`config.mk`:
```
export PLATFORM = sky130hd
export DESIGN_NAME = byte_scrambler_flat
export DESIGN_NICKNAME = d
export VERILOG_FILES = /design/src/rtl/scr_pkg.sv /design/src/rtl/byte_scrambler_if.sv /design/src/rtl/scr_skid_fifo.sv /design/src/rtl/byte_scrambler.sv /design/src/flat_wrapper.sv
export SDC_FILE = /design/constraint.sdc
export NUM_CORES = 1
export LEC_CHECK = 0
export CAP_MARGIN = 20
export CORE_ASPECT_RATIO = 1.4
export CORE_MARGIN = 2
export CORE_UTILIZATION = 54
export CTS_BUF_LIST = sky130_fd_sc_hd__clkbuf_4 sky130_fd_sc_hd__clkbuf_8
export DETAILED_ROUTE_END_ITERATION = 8
export HOLD_SLACK_MARGIN = 0.12
export PLACE_DENSITY = 0.82
export SLEW_MARGIN = 20
export SYNTH_ARGS = -nofsm -noshare
export SYNTH_HDL_FRONTEND = slang
export SYNTH_HIERARCHICAL = 1
export SYNTH_SLANG_ARGS = --single-unit
```
`constraint.sdc`:
```
create_clock -name clk -period 2.4 [get_ports clk]
set_input_delay 0.48 -clock clk [delete_from_list [all_inputs] [get_ports clk]]
set_output_delay 0.48 -clock clk [all_outputs]
set_load 0.005 [all_outputs]
```
`src/rtl/scr_pkg.sv`:
```
// scr_pkg: shared LFSR constants, step function, beat struct and FSM states for byte_scrambler.
package scr_pkg;
  localparam int LFSR_W = 8;
  localparam logic [LFSR_W-1:0] TAPS = 8'b0101_1010;
  typedef struct packed {
    logic [7:0] data;
    logic       sof;
    logic       eof;
  } beat_t;
  typedef enum logic {IDLE, IN_FRAME} state_t;
  // Zero is a lockup state for this feedback, so it is replaced by 1.
  function automatic logic [LFSR_W-1:0] lfsr_step(input logic [LFSR_W-1:0] s);
    logic [LFSR_W-1:0] n;
    n = {s[LFSR_W-2:0], ^(s & TAPS)};
    return (n == '0) ? LFSR_W'(1) : n;
  endfunction
endpackage

```
`src/rtl/byte_scrambler_if.sv`:
```
// byte_scrambler_if: valid/ready input and output beat streams of byte_scrambler.
interface byte_scrambler_if;
  logic       in_valid;
  logic       in_ready;
  logic [7:0] in_data;
  logic       in_sof;
  logic       in_eof;
  logic       out_valid;
  logic       out_ready;
  logic [7:0] out_data;
  logic       out_sof;
  logic       out_eof;
  modport slave (input in_valid, in_data, in_sof, in_eof, out_ready,
                 output in_ready, out_valid, out_data, out_sof, out_eof);
  modport master (output in_valid, in_data, in_sof, in_eof, out_ready,
                  input in_ready, out_valid, out_data, out_sof, out_eof);
endinterface

```
`src/rtl/scr_skid_fifo.sv`:
```
// scr_skid_fifo: 2-entry beat FIFO with registered not-full flag.
module scr_skid_fifo import scr_pkg::*; (
  input  logic  clk,
  input  logic  rst_n,
  input  logic  push,
  input  beat_t push_beat,
  input  logic  pop_ready,
  output logic  valid,
  output beat_t pop_beat,
  output logic  not_full
);
  beat_t      mem_q [2];
  beat_t      mem_d [2];
  logic       wr_q, wr_d, rd_q, rd_d, nf_q, nf_d, pop;
  logic [1:0] cnt_q, cnt_d;
  assign valid    = cnt_q != 2'd0;
  assign pop_beat = mem_q[rd_q];
  assign not_full = nf_q;
  always_comb begin
    pop = valid & pop_ready;
    mem_d = mem_q;
    if (push) mem_d[wr_q] = push_beat;
    wr_d = wr_q ^ push;
    rd_d = rd_q ^ pop;
    cnt_d = cnt_q + 2'(push) - 2'(pop);
    nf_d = cnt_d != 2'd2;
  end
  always_ff @(posedge clk or negedge rst_n) begin
    if (!rst_n) begin
      mem_q <= '{default: '0};
      wr_q  <= 1'b0;
      rd_q  <= 1'b0;
      cnt_q <= 2'd0;
      nf_q  <= 1'b1;
    end else begin
      mem_q <= mem_d;
      wr_q  <= wr_d;
      rd_q  <= rd_d;
      cnt_q <= cnt_d;
      nf_q  <= nf_d;
    end
  end
endmodule

```
`src/rtl/byte_scrambler.sv`:
```
// byte_scrambler: framed LFSR byte scrambler with per-SOF reseed and a 2-entry output buffer.
module byte_scrambler import scr_pkg::*; #(
  parameter logic [LFSR_W-1:0] SEED = 8'h01
) (
  input  logic                   clk,
  input  logic                   rst_n,
  input  logic                   scr_en,
  byte_scrambler_if.slave        bus,
  output logic [15:0]            frame_cnt,
  output logic                   err_pulse
);
  state_t            state_q, state_d;
  logic [LFSR_W-1:0] lfsr_q, lfsr_d, key;
  logic              frame_en_q, frame_en_d, err_q, err_d;
  logic [15:0]       frame_cnt_q, frame_cnt_d;
  logic              accept, push, en;
  beat_t             push_beat, out_beat;
  always_comb begin
    accept = bus.in_valid & bus.in_ready;
    push = accept & (bus.in_sof | state_q == IN_FRAME);
    key = bus.in_sof ? SEED : lfsr_q;
    en = bus.in_sof ? scr_en : frame_en_q;
    push_beat = '{data: bus.in_data ^ (en ? key : 8'h00), sof: bus.in_sof, eof: bus.in_eof};
    state_d = push ? (bus.in_eof ? IDLE : IN_FRAME) : state_q;
    lfsr_d = push ? lfsr_step(key) : lfsr_q;
    frame_en_d = (accept & bus.in_sof) ? scr_en : frame_en_q;
    frame_cnt_d = frame_cnt_q + 16'(push & bus.in_eof);
    // Stray beat in IDLE and SOF inside a frame are both framing errors.
    err_d = accept & (bus.in_sof == (state_q == IN_FRAME));
  end
  always_ff @(posedge clk or negedge rst_n) begin
    if (!rst_n) begin
      state_q     <= IDLE;
      lfsr_q      <= SEED;
      frame_en_q  <= 1'b0;
      frame_cnt_q <= 16'd0;
      err_q       <= 1'b0;
    end else begin
      state_q     <= state_d;
      lfsr_q      <= lfsr_d;
      frame_en_q  <= frame_en_d;
      frame_cnt_q <= frame_cnt_d;
      err_q       <= err_d;
    end
  end
  scr_skid_fifo u_fifo (
    .clk       (clk),
    .rst_n     (rst_n),
    .push      (push),
    .push_beat (push_beat),
    .pop_ready (bus.out_ready),
    .valid     (bus.out_valid),
    .pop_beat  (out_beat),
    .not_full  (bus.in_ready)
  );
  assign bus.out_data = out_beat.data;
  assign bus.out_sof  = out_beat.sof;
  assign bus.out_eof  = out_beat.eof;
  assign frame_cnt    = frame_cnt_q;
  assign err_pulse    = err_q;
endmodule

```
`src/flat_wrapper.sv`:
```
// flat-port wrapper written by rule: the top's interface ports become plain ports
module byte_scrambler_flat import scr_pkg::*;
#(
  parameter logic [LFSR_W-1:0] SEED = 8'h01
)
  (clk, rst_n, scr_en, frame_cnt, err_pulse, bus_in_valid, bus_in_data, bus_in_sof, bus_in_eof, bus_out_ready, bus_in_ready, bus_out_valid, bus_out_data, bus_out_sof, bus_out_eof);
  byte_scrambler_if bus_i ();
  input  logic clk;
  input  logic rst_n;
  input  logic scr_en;
  output logic [15:0] frame_cnt;
  output logic err_pulse;
  input wire logic [$bits(bus_i.in_valid)-1:0] bus_in_valid;
  input wire logic [$bits(bus_i.in_data)-1:0] bus_in_data;
  input wire logic [$bits(bus_i.in_sof)-1:0] bus_in_sof;
  input wire logic [$bits(bus_i.in_eof)-1:0] bus_in_eof;
  input wire logic [$bits(bus_i.out_ready)-1:0] bus_out_ready;
  output wire logic [$bits(bus_i.in_ready)-1:0] bus_in_ready;
  output wire logic [$bits(bus_i.out_valid)-1:0] bus_out_valid;
  output wire logic [$bits(bus_i.out_data)-1:0] bus_out_data;
  output wire logic [$bits(bus_i.out_sof)-1:0] bus_out_sof;
  output wire logic [$bits(bus_i.out_eof)-1:0] bus_out_eof;
  assign bus_i.in_valid = bus_in_valid;
  assign bus_i.in_data = bus_in_data;
  assign bus_i.in_sof = bus_in_sof;
  assign bus_i.in_eof = bus_in_eof;
  assign bus_i.out_ready = bus_out_ready;
  assign bus_in_ready = bus_i.in_ready;
  assign bus_out_valid = bus_i.out_valid;
  assign bus_out_data = bus_i.out_data;
  assign bus_out_sof = bus_i.out_sof;
  assign bus_out_eof = bus_i.out_eof;
  byte_scrambler #(.SEED(SEED)) u_core (.clk(clk), .rst_n(rst_n), .scr_en(scr_en), .bus(bus_i), .frame_cnt(frame_cnt), .err_pulse(err_pulse));
endmodule
```
== Word level (Yosys, flattened, before mapping) ==
Cells that the tools add are included.
Storage, ports and cells
  register bits after elaboration: 52
  bits in latches: 0
  memory bits (writable): 0
  ROM bits: 0
  bits of input ports: 15
  memories kept: 0
Cells by class
  add/subtract/negate cells: 3
  multiply operators: 0
  divide/modulo/power cells: 0
  order comparisons: 3
  equality and inequality tests: 2
  shifts and indexed selects: 0
  muxes and demuxes: 11
  bitwise operators: 12
  reduce and logical (&&, ||, !) cells: 4
Operator list (number)
  $mux W10: 4
  $mux W8: 3
  $bwmux W20: 1
  $add A16 B16 Y16: 1
  $demux W10 S1: 1
  $logic_not A8 Y1: 1
  $reduce_xor A8 Y1: 1
  $xor A8 B8 Y8: 1
  $and A1 B1 Y1: 6
  $ge A2 B2 Y1 const B: 2
  $not A1 Y2: 2
  $add A2 B1 Y2: 1
  $lt A2 B1 Y1 const B: 1
  $mux W1: 2
  $ne A2 B2 Y1 const B: 1
  $reduce_bool A2 Y1: 1
  $sub A2 B1 Y2: 1
  $xor A1 B1 Y1: 2
  $eq A1 B1 Y1: 1
  $logic_and A1 B1 Y1: 1
  $or A1 B1 Y1: 1

== Longest topological paths before layout ==
  depth in word-level cells: 6
  mapped depth: 12
  mapped depth without buffers: 10

== Modules after synthesis ==
Netlist, hierarchy kept.
Modules (own cells, without submodules)
  byte_scrambler: times used 1, cells an instance 127, area an instance 1298.7 sq um
  scr_skid_fifo: times used 1, cells an instance 74, area an instance 1123.6 sq um

== Worst setup path after synthesis ==
OpenSTA, ideal clock, no wires.
  kind: input-to-reg
  start: in bus_in_sof
  end: reg u_core.frame_cnt_q[8], in the netlist u_core/frame_cnt[8]
  arrival: 2192 ps
  slack: 84 ps
  stages on the path: 12
  path buffers: 2
  path through: inv_2 > ha_1 > or2_2 > buf_2 > inv_1 > and2_1 > ha_1 > ha_1 > and2_1 > buf_4 > nand3_2 > xnor2_1
Between the ends
  word-level cells in the longest chain between the ends: 4
Ends and longest elaborated chain
  start, declared: RTL line flat_wrapper.sv:15  | input wire logic [$bits(bus_i.in_sof)-1:0] bus_in_sof;
  $or A1 B1 Y1: RTL line byte_scrambler.sv:20  | push = accept & (bus.in_sof | state_q == IN_FRAME);
  $and A1 B1 Y1: RTL line byte_scrambler.sv:20
  via u_core.push: RTL line byte_scrambler.sv:16  | logic accept, push, en;
  $and A1 B1 Y1: RTL line byte_scrambler.sv:27  | frame_cnt_d = frame_cnt_q + 16'(push & bus.in_eof);
  $add A16 B16 Y16: RTL line byte_scrambler.sv:27
  via u_core.frame_cnt_d[8]: RTL line byte_scrambler.sv:15  | logic [15:0] frame_cnt_q, frame_cnt_d;
  end signal, assigned: RTL line byte_scrambler.sv:42  | frame_cnt_q <= frame_cnt_d;
  end, declared: RTL line byte_scrambler.sv:15
The timed path passes the listed nets, and every way through them passes these cells.
A chain may end at the register's enable or synchronous reset.

== Final worst setup path ==
  start: in bus_in_sof
  end: reg u_core.frame_cnt_q[9], in the netlist u_core/frame_cnt[9]
Same word-level chain as after synthesis.

==> out/qor.csv <==
stage,metric,value,unit
min_path,Hold/Removal Path Class,input port to async pin,
timing,Final Max Slew Viols,0,
timing,Setup Skew,7.937,ps
routing,DR pass1 iterations,4,
logic_synthesis,Syn Area/Cell,12.05,um^2
logic_synthesis,synth cell count leaders,"dfrtp_1 (50), mux2_2 (31), nand2_1 (30)",
global_route,GRT Total Usage,19.70,%
timing,Tightest Pin Transition,452.8,ps
worst_setup_path,Startpoint Class,input port,
place,dpl hpwl,3195,um
cells_and_area,layout cells sized above 1,24.71,%
global_route,initial antenna violation count,0,
cells_and_area,synthesis-to-finish area growth,26.45,%
place,pre-CTS setup slack,-213.3,ps
logic_synthesis,Seq cells post-synth,52,
logic_synthesis,warnings from Yosys,6,
outcome,outcome,"finished, final reports clean",
global_route,largest net degree at the start of global routing,22,
power,Tot Pwr,3.275,mW
timing,Final Cycle Share,93.45,%
logic_synthesis,top post-synthesis cells by area,"dfrtp_1 (52%), mux2_2 (14%), xnor2_1 (8.7%)",
timing,fmax,445.9,MHz
run,Max Cap Viol,0,
timing,Fin. Hold Viols,0,
logic_synthesis,Yosys cell types,32,
clocking,clk root buf,clkbuf_8,
worst_setup_path,Crit. End Element,flop,
floorplanning,Starting Density,56.67,%
logic_synthesis,top cell type's share of synthesized area,51.65,%
worst_setup_path,crit path DAT,2440,ps
power,Pleak,1.325,nW
logic_synthesis,Post-synth EDFFs,0,
cells_and_area,fin nets,280,
routing,Iter 0 DRT Violations,36,
floorplanning,FP Rows,28,
power,P_int,2.289,mW
routing,# DRC,0,
floorplanning,num ports,44,
cells_and_area,# diodes,0,
worst_setup_path,kind of critical path,input port to flop,
power,Switching Power,985.3,uW
global_route,vias in the first global route,1663,
clocking,Worst-path clk slew,90,ps
worst_setup_path,CP Max Fanout,5,
logic_synthesis,top_reg_cell synth,dfrtp_1,
floorplanning,Core Footprint,4274,um^2
routing,WL/cell,13.54,um
logic_synthesis,Post-synth ARST share,100.0,%
clocking,clock net sink count,52,
timing,RSZ-0062 raised after global routing,false,
clocking,Setup Buffers After CTS,0,
logic_synthesis,most frequent cell after synthesis,dfrtp_1,
routing,Routed Antenna Nets,0,
routing,total wire length,4320,um
timing,Setup WS post-layout,157.1,ps
timing,"Min Clock Period, post-route",2243,ps
global_route,"Remaining Overflow, GRT",0,
logic_synthesis,synthesized instance count,201,
place,routability cong.,0.7910,
power,clock power share,15.9,%
routing,vias per cell,5.031,
logic_synthesis,sequential share of the synthesized area,53.82,%
power,Flop pwr share,44.5,%
timing,"Setup violations, final",0,
power,switching part of the total,30.09,%
power,VDD IR max,0.7786,mV
clocking,Max H-tree Level,2,
place,I/O Buffers,43,
logic_synthesis,Yosys top cell by area,dfrtp_1,
logic_synthesis,synthesized cell area,2422,um^2
power,Cell Pwr Density,1069,nW/um^2
floorplanning,Die Y,83.25,um
power,Comb pwr share,39.6,%
worst_setup_path,Critical Path RT,2600,ps
clocking,cts bufs inserted,5,
clocking,TritonCTS clock tree,built,
cells_and_area,Fill cells,328,
floorplanning,Die Width,60.61,um
clocking,Skew-Pair Late Insertion Delay,310,ps
logic_synthesis,Synth Net Count,223,
global_route,global-route wire length before repair,7576,um
clocking,Max clock buf depth,2,
routing,vias,1605,
timing,Slew HR,69.81,%
floorplanning,die area,5045,um^2
-- critical path: stages --
cell             delay [ps]
clkdlybuf4s50_1         490
inv_2                    50
ha_1                    190
or2_2                   300
inv_1                    70
and2_1                  130
ha_1                    160
buf_4                   120
and3_4                  200
nand4_1                 110
xnor2_1                 140
-- cell type report --
class | count | area [um^2] | area share [%]
sequential | 52 | 1305 | 42.61
multi-input combinational | 135 | 1032 | 33.70
timing repair buffer | 56 | 523.0 | 17.08
clock buffer | 6 | 82.58 | 2.696
tap | 60 | 75.07 | 2.451
inverter | 8 | 30.03 | 0.9804
clock inverter | 2 | 15.01 | 0.4902
-- cell usage in the layout (no fill, tap or decap), types with 2 or more instances in the layout --
cell	count
dfstp_2	2
o21ai_0	7
xnor2_1	24
buf_4	13
dfrtp_1	49
nand4_1	2
clkinvlp_4	2
ha_1	7
xor2_1	4
nand3_1	7
nand2_1	30
clkdlybuf4s50_1	42
inv_1	7
nor2_1	3
or2_2	2
a21oi_1	2
nor2b_1	2
mux2_2	31
clkbuf_8	6
-- state kept, by name (all words and copies together), names as in the netlist --
register and flops:
u_core/u_fifo/wr_q 1, u_core/u_fifo/mem_q 20, u_core/state_q 1, u_core/lfsr_q 8, u_core/frame_cnt 16, u_core/u_fifo/rd_q 1
u_core/frame_en_q 1, u_core/err_pulse 1, u_core/u_fifo/not_full 1, u_core/u_fifo/cnt_q 2
-- layer usage --
| metal | share of wire, % | up-vias | track usage, % |
|---|---|---|---|
| li1 | - | 782 | - |
| met1 | 41 | 775 | 25.70 |
| met2 | 52 | 34 | 31.09 |
| met3 | 3.5 | 14 | 4.206 |
| met4 | 2.9 | 0 | 8.103 |
| met5 | 0 | - | 0 |
-- worst paths after layout --
check | end | start | slack, ps | depth (start not counted)
hold / removal | u_core/state_q | rst_n | 110 | 1
max in group asynchronous | u_core/lfsr_q[0] | rst_n | 1620 | 2
hold reg to reg | u_core/frame_cnt[15] | u_core/frame_cnt[15] | 470 | 1
min in group clk | u_core/frame_cnt[15] | u_core/frame_cnt[15] | 470 | 1
setup / recovery | u_core/frame_cnt[9] | bus_in_sof | 160 | 11
setup reg to reg | u_core/frame_cnt[9] | u_core/state_q | 460 | 10
-- per-stage QoR --
| step | TNS (ps) | cell area [um^2] | util, % | std cells | hold slack [ps] |
|---|---|---|---|---|---|
| after floorplan | 0 | 2422 | - | 201 | 184.4 |
| after global placement | -2523 | 2963 | 69.32 | 311 | 454.9 |
| after detailed placement | -3457 | 2963 | 69.32 | 311 | 462.9 |
| after CTS | 0 | 3060 | 71.60 | 319 | 127.9 |
| after global routing | 0 | 3063 | 71.66 | 319 | 140.6 |
| final | 0 | 3063 | 71.66 | 319 | 111.0 |
-- power groups by stage --
| stage | Clock, mW | Combinational, mW | Sequential [mW] |
|---|---|---|---|
| global route | 0.570 | 1.44 | 1.51 |
| detailed placement | 0 | 1.30 | 1.48 |
| global placement | 0 | 1.27 | 1.46 |
| floorplan | 0 | 0.807 | 1.38 |
| finish | 0.520 | 1.30 | 1.46 |
| CTS | 0.535 | 1.31 | 1.46 |
-- what timing repair did --
item,CTS,global route
resized for setup,0,2
hold buffers,0,0
endpoints found under the hold margin,0,0
endpoints found under the setup margin,0,14
-- cell families (layout without fill, tap and decap cells) --
family	after synthesis	in the layout	synth area share, %
and+or+nand+nor	56	56	11.31
AOI/OAI and AO/OA	12	12	2.686
buffers and inverters	14	72	3.616
DFF	52	52	53.82
muxes	32	32	14.82
xor gates and xnor gates	28	28	10.12
adders and majority gates	7	7	3.616
Note: power is estimated with default switching activity, not from simulation.
